`src/rtl/iiitb_icg_ctrl.sv`:
```
// Two-channel clock-gate controller: per-channel OFF/WAKE/RUN FSM with
// idle-timeout gating and a single round-robin wake slot.
module iiitb_icg_ctrl #(
  parameter int IDLE_CYCLES = 8,
  parameter int WAKE_CYCLES = 2
) (
  input  logic       clk,
  input  logic       rst,
  input  logic       global_en,
  input  logic [1:0] req,
  input  logic [1:0] busy,
  output logic [1:0] gate_en,
  output logic [1:0] rdy,
  output logic [1:0] gated_cnt
);

  typedef enum logic [1:0] {
    S_OFF  = 2'd0,
    S_WAKE = 2'd1,
    S_RUN  = 2'd2
  } state_t;

  localparam logic [7:0] LP_ILAST = 8'(IDLE_CYCLES - 1);
  localparam logic [7:0] LP_WLAST = 8'(WAKE_CYCLES - 1);

  state_t     r_st   [2];
  logic [7:0] r_idle [2];
  logic [7:0] r_wcnt [2];
  logic       r_ptr;

  state_t     w_nst   [2];
  logic [7:0] w_nidle [2];
  logic [7:0] w_nwcnt [2];
  logic [1:0] w_elig;
  logic [1:0] w_gnt;
  logic       w_hold;
  logic [1:0] w_noff;

  // A wake finishing on this edge frees the slot for a same-edge grant.
  always_comb begin
    w_hold = 1'b0;
    w_elig = 2'b00;
    for (int n = 0; n < 2; n++) begin
      w_elig[n] = (r_st[n] == S_OFF) && req[n] && global_en;
      if (r_st[n] == S_WAKE && r_wcnt[n] != LP_WLAST)
        w_hold = 1'b1;
    end
    w_gnt = 2'b00;
    if (!w_hold) begin
      if (&w_elig)
        w_gnt = r_ptr ? 2'b10 : 2'b01;
      else
        w_gnt = w_elig;
    end
  end

  always_comb begin
    for (int n = 0; n < 2; n++) begin
      w_nst[n]   = r_st[n];
      w_nidle[n] = r_idle[n];
      w_nwcnt[n] = r_wcnt[n];
      unique case (r_st[n])
        S_OFF: begin
          if (w_gnt[n]) begin
            w_nst[n]   = S_WAKE;
            w_nwcnt[n] = 8'd0;
          end
        end
        S_WAKE: begin
          if (r_wcnt[n] == LP_WLAST) begin
            w_nst[n]   = S_RUN;
            w_nidle[n] = 8'd0;
          end else if (r_wcnt[n] != 8'hFF) begin
            w_nwcnt[n] = r_wcnt[n] + 8'd1;
          end
        end
        S_RUN: begin
          if (busy[n]) begin
            w_nidle[n] = 8'd0;
          end else if (!global_en) begin
            w_nst[n]   = S_OFF;
            w_nidle[n] = 8'd0;
          end else if (req[n]) begin
            w_nidle[n] = 8'd0;
          end else if (r_idle[n] == LP_ILAST) begin
            w_nst[n]   = S_OFF;
            w_nidle[n] = 8'd0;
          end else if (r_idle[n] != 8'hFF) begin
            w_nidle[n] = r_idle[n] + 8'd1;
          end
        end
        default: begin
          w_nst[n] = S_OFF;
        end
      endcase
    end
    w_noff = {1'b0, w_nst[0] == S_OFF}
           + {1'b0, w_nst[1] == S_OFF};
  end

  always_ff @(posedge clk or posedge rst) begin
    if (rst) begin
      for (int n = 0; n < 2; n++) begin
        r_st[n]   <= S_OFF;
        r_idle[n] <= 8'd0;
        r_wcnt[n] <= 8'd0;
      end
      r_ptr     <= 1'b0;
      gate_en   <= 2'b00;
      rdy       <= 2'b00;
      gated_cnt <= 2'd2;
    end else begin
      for (int n = 0; n < 2; n++) begin
        r_st[n]    <= w_nst[n];
        r_idle[n]  <= w_nidle[n];
        r_wcnt[n]  <= w_nwcnt[n];
        gate_en[n] <= (w_nst[n] != S_OFF);
        rdy[n]     <= (w_nst[n] == S_RUN);
      end
      if (|w_gnt)
        r_ptr <= w_gnt[0];
      gated_cnt <= w_noff;
    end
  end

endmodule

```
`config.mk`:
```
export PLATFORM = sky130hd
export DESIGN_NAME = iiitb_icg_ctrl
export DESIGN_NICKNAME = d
export VERILOG_FILES = /design/src/rtl/iiitb_icg_ctrl.sv
export SDC_FILE = /design/constraint.sdc
export NUM_CORES = 1
export LEC_CHECK = 0
export ABC_AREA = 1
export BUFFER_PORTS_ARGS = -buffer_cell sky130_fd_sc_hd__clkbuf_2
export CAP_MARGIN = 20
export CORE_UTILIZATION = 65
export DETAILED_ROUTE_END_ITERATION = 6
export PLACE_DENSITY_LB_ADDON = 0.12
export REMOVE_ABC_BUFFERS = 1
export SYNTH_ARGS = -nofsm -noshare
export SYNTH_HDL_FRONTEND = slang
export SYNTH_SLANG_ARGS = --single-unit
```
`constraint.sdc`:
```
create_clock -name clk -period 4.9 [get_ports clk]
set_input_delay 0.245 -clock clk [delete_from_list [all_inputs] [get_ports clk]]
set_output_delay 0.245 -clock clk [all_outputs]
set_load 0.005 [all_outputs]
```
# Word level (Yosys, flattened, before mapping)

Cells that the tools add are included.

$add $sub $neg: 5
Equality and inequality tests: 26
Muxes and demuxes: 41
Reduce and logical (&&, ||, !) cells: 22

Operator list:

| cell                  | count |
|---|---|
| $mux W8               | 18 |
| $pmux W8 S2           | 4 |
| $add A8 B1 Y8 const B | 4 |
| $ne A8 B8 Y1 const B  | 4 |
| $mux W2               | 15 |
| $eq A8 B1 Y1 const B  | 2 |
| $eq A8 B3 Y1 const B  | 2 |
| $ne A8 B1 Y1 const B  | 2 |
| $ne A6 B6 Y1 const B  | 2 |
| $pmux W2 S3           | 2 |
| $reduce_bool A2 Y1    | 6 |
| $eq A2 B2 Y1 const B  | 4 |
| $logic_not A2 Y1      | 4 |
| $ne A2 B1 Y1 const B  | 4 |
| $ne A2 B2 Y1 const B  | 4 |
| $reduce_and A4 Y1     | 2 |
| $logic_and A1 B1 Y1   | 6 |
| $reduce_and A3 Y1     | 2 |
| $eq A2 B1 Y1 const B  | 2 |
| $add A1 B1 Y2         | 1 |
| $mux W1               | 2 |
| $reduce_and A2 Y1     | 1 |
| $reduce_or A2 Y1      | 1 |

Register bits: 43
Bits of input ports: 7
Output and inout port bits: 6
Logic and storage cells: 104

# Longest topological paths before layout

Depth after elaboration: 10
Mapped depth: 12
Depth with buffers taken out: 12

# Least setup slack after synthesis

No wires, ideal clock.

Path type: reg2reg
Start: reg r_wcnt[1] (netlist name)
End: reg gated_cnt[0]
Library setup time: 0.126 ns
Arrival: 1.523 ns
Required time: 4.774 ns
Path slack: 3.251 ns
Cell stages (with the launch flop): 12
Path buffers: 1
Clock period less this slack: 1.649 ns
Cell sequence: dfrtp_1 > inv_1 > ha_1 > inv_1 > nor2_1 > nand3_2 > nand2_2 > buf_4 > nand2_1 > nand2_1 > inv_1 > ha_1

Word-level cells in the longest chain between the ends: 8
Elaborated cells between the ends (all ways): 13
Those cells by class: add/sub (1); eq/ne (2); mux (7); reduce/logical (3)

RTL lines:

| item                                | line   | text |
|---|---|---|
| start, declared                     | 28     | `logic [7:0] r_wcnt [2];` |
| start signal, assigned by index     | 116    | `r_wcnt[n] <= w_nwcnt[n];` |
| $ne A8 B1 Y1                        | 45     | `if (r_st[n] == S_WAKE && r_wcnt[n] != LP_WLAST)` |
| $logic_and A1 B1 Y1                 | 45     |  |
| $mux W1                             | 45     |  |
| $mux W2                             | 49     | `if (!w_hold) begin` |
| $mux W2                             | 64     | `if (w_gnt[n]) begin` |
| $pmux W2 S3                         | 62     | `unique case (r_st[n])` |
| $logic_not A2 Y1 (on tied branches) | 97, 98 |  |
| $add A1 B1 Y2 *                     | 98     | `+ {1'b0, w_nst[1] == S_OFF};` |
| named net w_noff[0]                 | 37     | `logic [1:0] w_noff;` |
| end signal, assigned                | 122    | `gated_cnt <= w_noff;` |
| end, declared                       | 14     | `output logic [1:0] gated_cnt` |

The timed path passes the listed nets; every way through them passes the cells marked *.
A chain may end at the register's enable or synchronous reset.

# Final worst setup path

Ends and elaborated chain as after synthesis.

==> reports/metrics.cfg <==
[power_and_ir_drop]
power_uw = 608
p_leak_nw = 1.65
ir_worst_vdd_v = 0.000157
powerDensity_nw_per_um2 = 203

[floorplanning]
die_area_um2 = 4580
core_area_um2 = 4060
die_w_um = 67.7
initial_core_util = 0.691
placementRows = 23
die_y_um = 67.7
ios = 13

[global_routing]
antenna_found_initial = 0
grt_start_max_net_pins = 44
grt_pass1_vias = 2224
gr-usage-all-layers = 0.275
grt-ovfl-total = 0
grt_pass1_wl_um = 9430

[cts]
clk_pin_slew_worst_paths_ns = 0.08
root_buffer = clkbuf_8
cts.sinks = 43
post_cts_buffers = 0
hold_buffers = 0
clock_latency_ns = 0.30
htreeDepth = 2
cts_resized = 0
cts_tree = yes
cts_buffers = 5
cts_buffer_depth = 2

[place]
numPortBuffers = 12
place_ws_ns = 3.15
place_hpwl_um = 4090
dpl.cell_count = 471
gp_congestion = 0.901

[synthesis]
ys_warn_count = 0
seq_area_frac_synth = 0.384
synth_cells = 412
synth.avg_cell_area_um2 = 6.81
ys_ff_latch = 43
synth_area_um2 = 2800
ys_types = 29

[setup_path]
cp_max_fo = 11
rrSetupSlack_ns = 3.13
crit_path_start = r_wcnt[1]
path_class = reg2reg
r2r_start = r_wcnt[1]
critPathMostFrequentCell = inv_1
cp_slowest_stage_delay_ns = 0.41
cp-start-kind = register
worst-r2r-cell-count = 10
cp.arrival_ns = 1.95
required_ns = 5.09
path_cells = inv_1 -> ha_1 -> inv_1 -> nor2_1 -> nand3_2 -> nand2_2 -> nand2_1 -> nand2_1 -> inv_1 -> ha_1
worst_path_max_delay_cell = dfrtp_1
cp-end-kind = register
regToRegEndpoint = gated_cnt[0]

[timing]
finalSetupViolations = 0
tns_ns = 0
rsz0062_at_grt = no
max_freq_mhz = 565
hold_viol = 0
finalCriticalPeriod_ns = 1.77
layout_setup_ws_ns = 3.13
worst_pin_slew_ns = 0.525
min_period_over_period = 0.361
slew_viol_final = 0
slew_headroom = 0.650
skew_ns = 0.00759

[routing]
ant_nets = 0
route.detailed.drc = 0
initialDrtViolationCount = 194
vias = 2518
firstDrtPassIters = 4
wl_per_cell_um = 11.8
vias_per_cell = 5.26
wirelength_um = 5670

[final_layout]
nets = 442
antenna_cells = 0
post-route-util = 0.738
final_cells = 479
area_growth_pct = 6.78
drive_gt1_frac = 0.119

[job]
maxCapViolCount = 0

[worst_hold_path]
hp-class = in2async

[status]
status = finished, final reports clean

==> final cells by class <==
cell class              instances  area [um2]
clock buffers                   7        86.3
clock inverters                 1        5.00
fillers                       316        1060
inverters                      59         221
multi-input cells             306        1470
flip-flops and latches         43        1080
well taps                      50        62.6
repair buffers                 13        67.6
==> how the worst max path moves through the flow <==
stage | endpoint | depth (start not counted) | slack [ns]
floorplan | gated_cnt[0] | 10 | 3.29
global placement | gated_cnt[0] | 10 | 3.22
detailed placement | gated_cnt[0] | 10 | 3.15
CTS | gated_cnt[0] | 10 | 3.12
global route | gated_cnt[0] | 9 | 2.93
finish | gated_cnt[0] | 10 | 3.13
==> layer usage <==
layer / track usage / routed length, um / vias to the layer above
li1: - / - / 1318
met1: 0.334 / 2680 / 1151
met2: 0.479 / 2760 / 42
met3: 0.0524 / 156 / 7
met4: 0.101 / 68 / 0
met5: 0 / 0 / -
==> cell usage in the layout (no fill, tap or decap), drive strengths merged, types with 2 or more instances in the layout <==
master | Yosys | layout
o21ai | 9 | 9
inv | 59 | 58
nor2 | 65 | 65
nor3 | 6 | 6
nand4 | 8 | 8
xor2 | 2 | 2
clkbuf | 0 | 19
nand2 | 151 | 151
nand3b | 2 | 2
ha | 7 | 7
dfrtp | 42 | 42
a21oi | 3 | 3
nand3 | 46 | 46
nor3b | 2 | 2
clkinv | 0 | 2
o31ai | 2 | 2
==> kinds of logic after synthesis <==
logic type      share of synthesized area
fa+ha+maj                          0.0312
buf+inv                            0.0901
simple gates                        0.456
compound gates                     0.0294
flops                               0.384
xor+xnor                          0.00937
==> cell usage after synthesis <==
cell type    n  share of area
o211ai_1     1         0.0027
buf_2        1         0.0018
nand3_2      3          0.011
nand2_4      4          0.016
nor3_2       2         0.0071
nand3b_1     1         0.0027
nor2_1      57          0.076
nor2_4       3          0.012
o31ai_1      2         0.0054
dfstp_2      1         0.0094
dfrtp_1     42           0.37
nor3_1       4         0.0071
xnor2_1      1         0.0031
o21ai_0      9          0.016
or2_2        1         0.0022
nand3_1     43          0.077
nand4_1      8          0.018
xor2_1       2         0.0062
nand2_2      7          0.016
nor2_2       5          0.011
nand2_1    140           0.19
buf_4        2         0.0054
nand3b_4     1         0.0071
inv_2        4         0.0054
nor3b_1      2         0.0054
ha_1         7          0.031
inv_1       55          0.074
buf_6        1         0.0040
a21oi_1      3         0.0054
==> worst max-delay path: cells and delay by family, from the launching register on <==
kind / cells / cell delay, ns
fa+ha+maj: 2 / 0.41
buf+inv: 3 / 0.15
flops: 1 / 0.41
simple gates: 5 / 0.70
==> sequential cells by signal, summed over array words and instances, names as in the netlist <==
name and flops:
rdy 2, r_ptr 1, gated_cnt 2, r_st 4
gate_en 2, r_idle 16, r_wcnt 16
==> metrics by stage <==
stage / area [um2] / hold slack, ns
final: 2990 / 0.0483
after detailed placement: 2900 / 0.390
after global placement: 2900 / 0.377
after global routing: 2990 / 0.104
after floorplan: 2770 / 0.341
after CTS: 2990 / 0.0606
==> where the power goes <==
group | internal [mW] | switching, mW
clock | 0.114 | 0.122
sequential | 0.355 | 0.000462
combinational | 0.00406 | 0.0127
(Power assumes the default switching activity.)
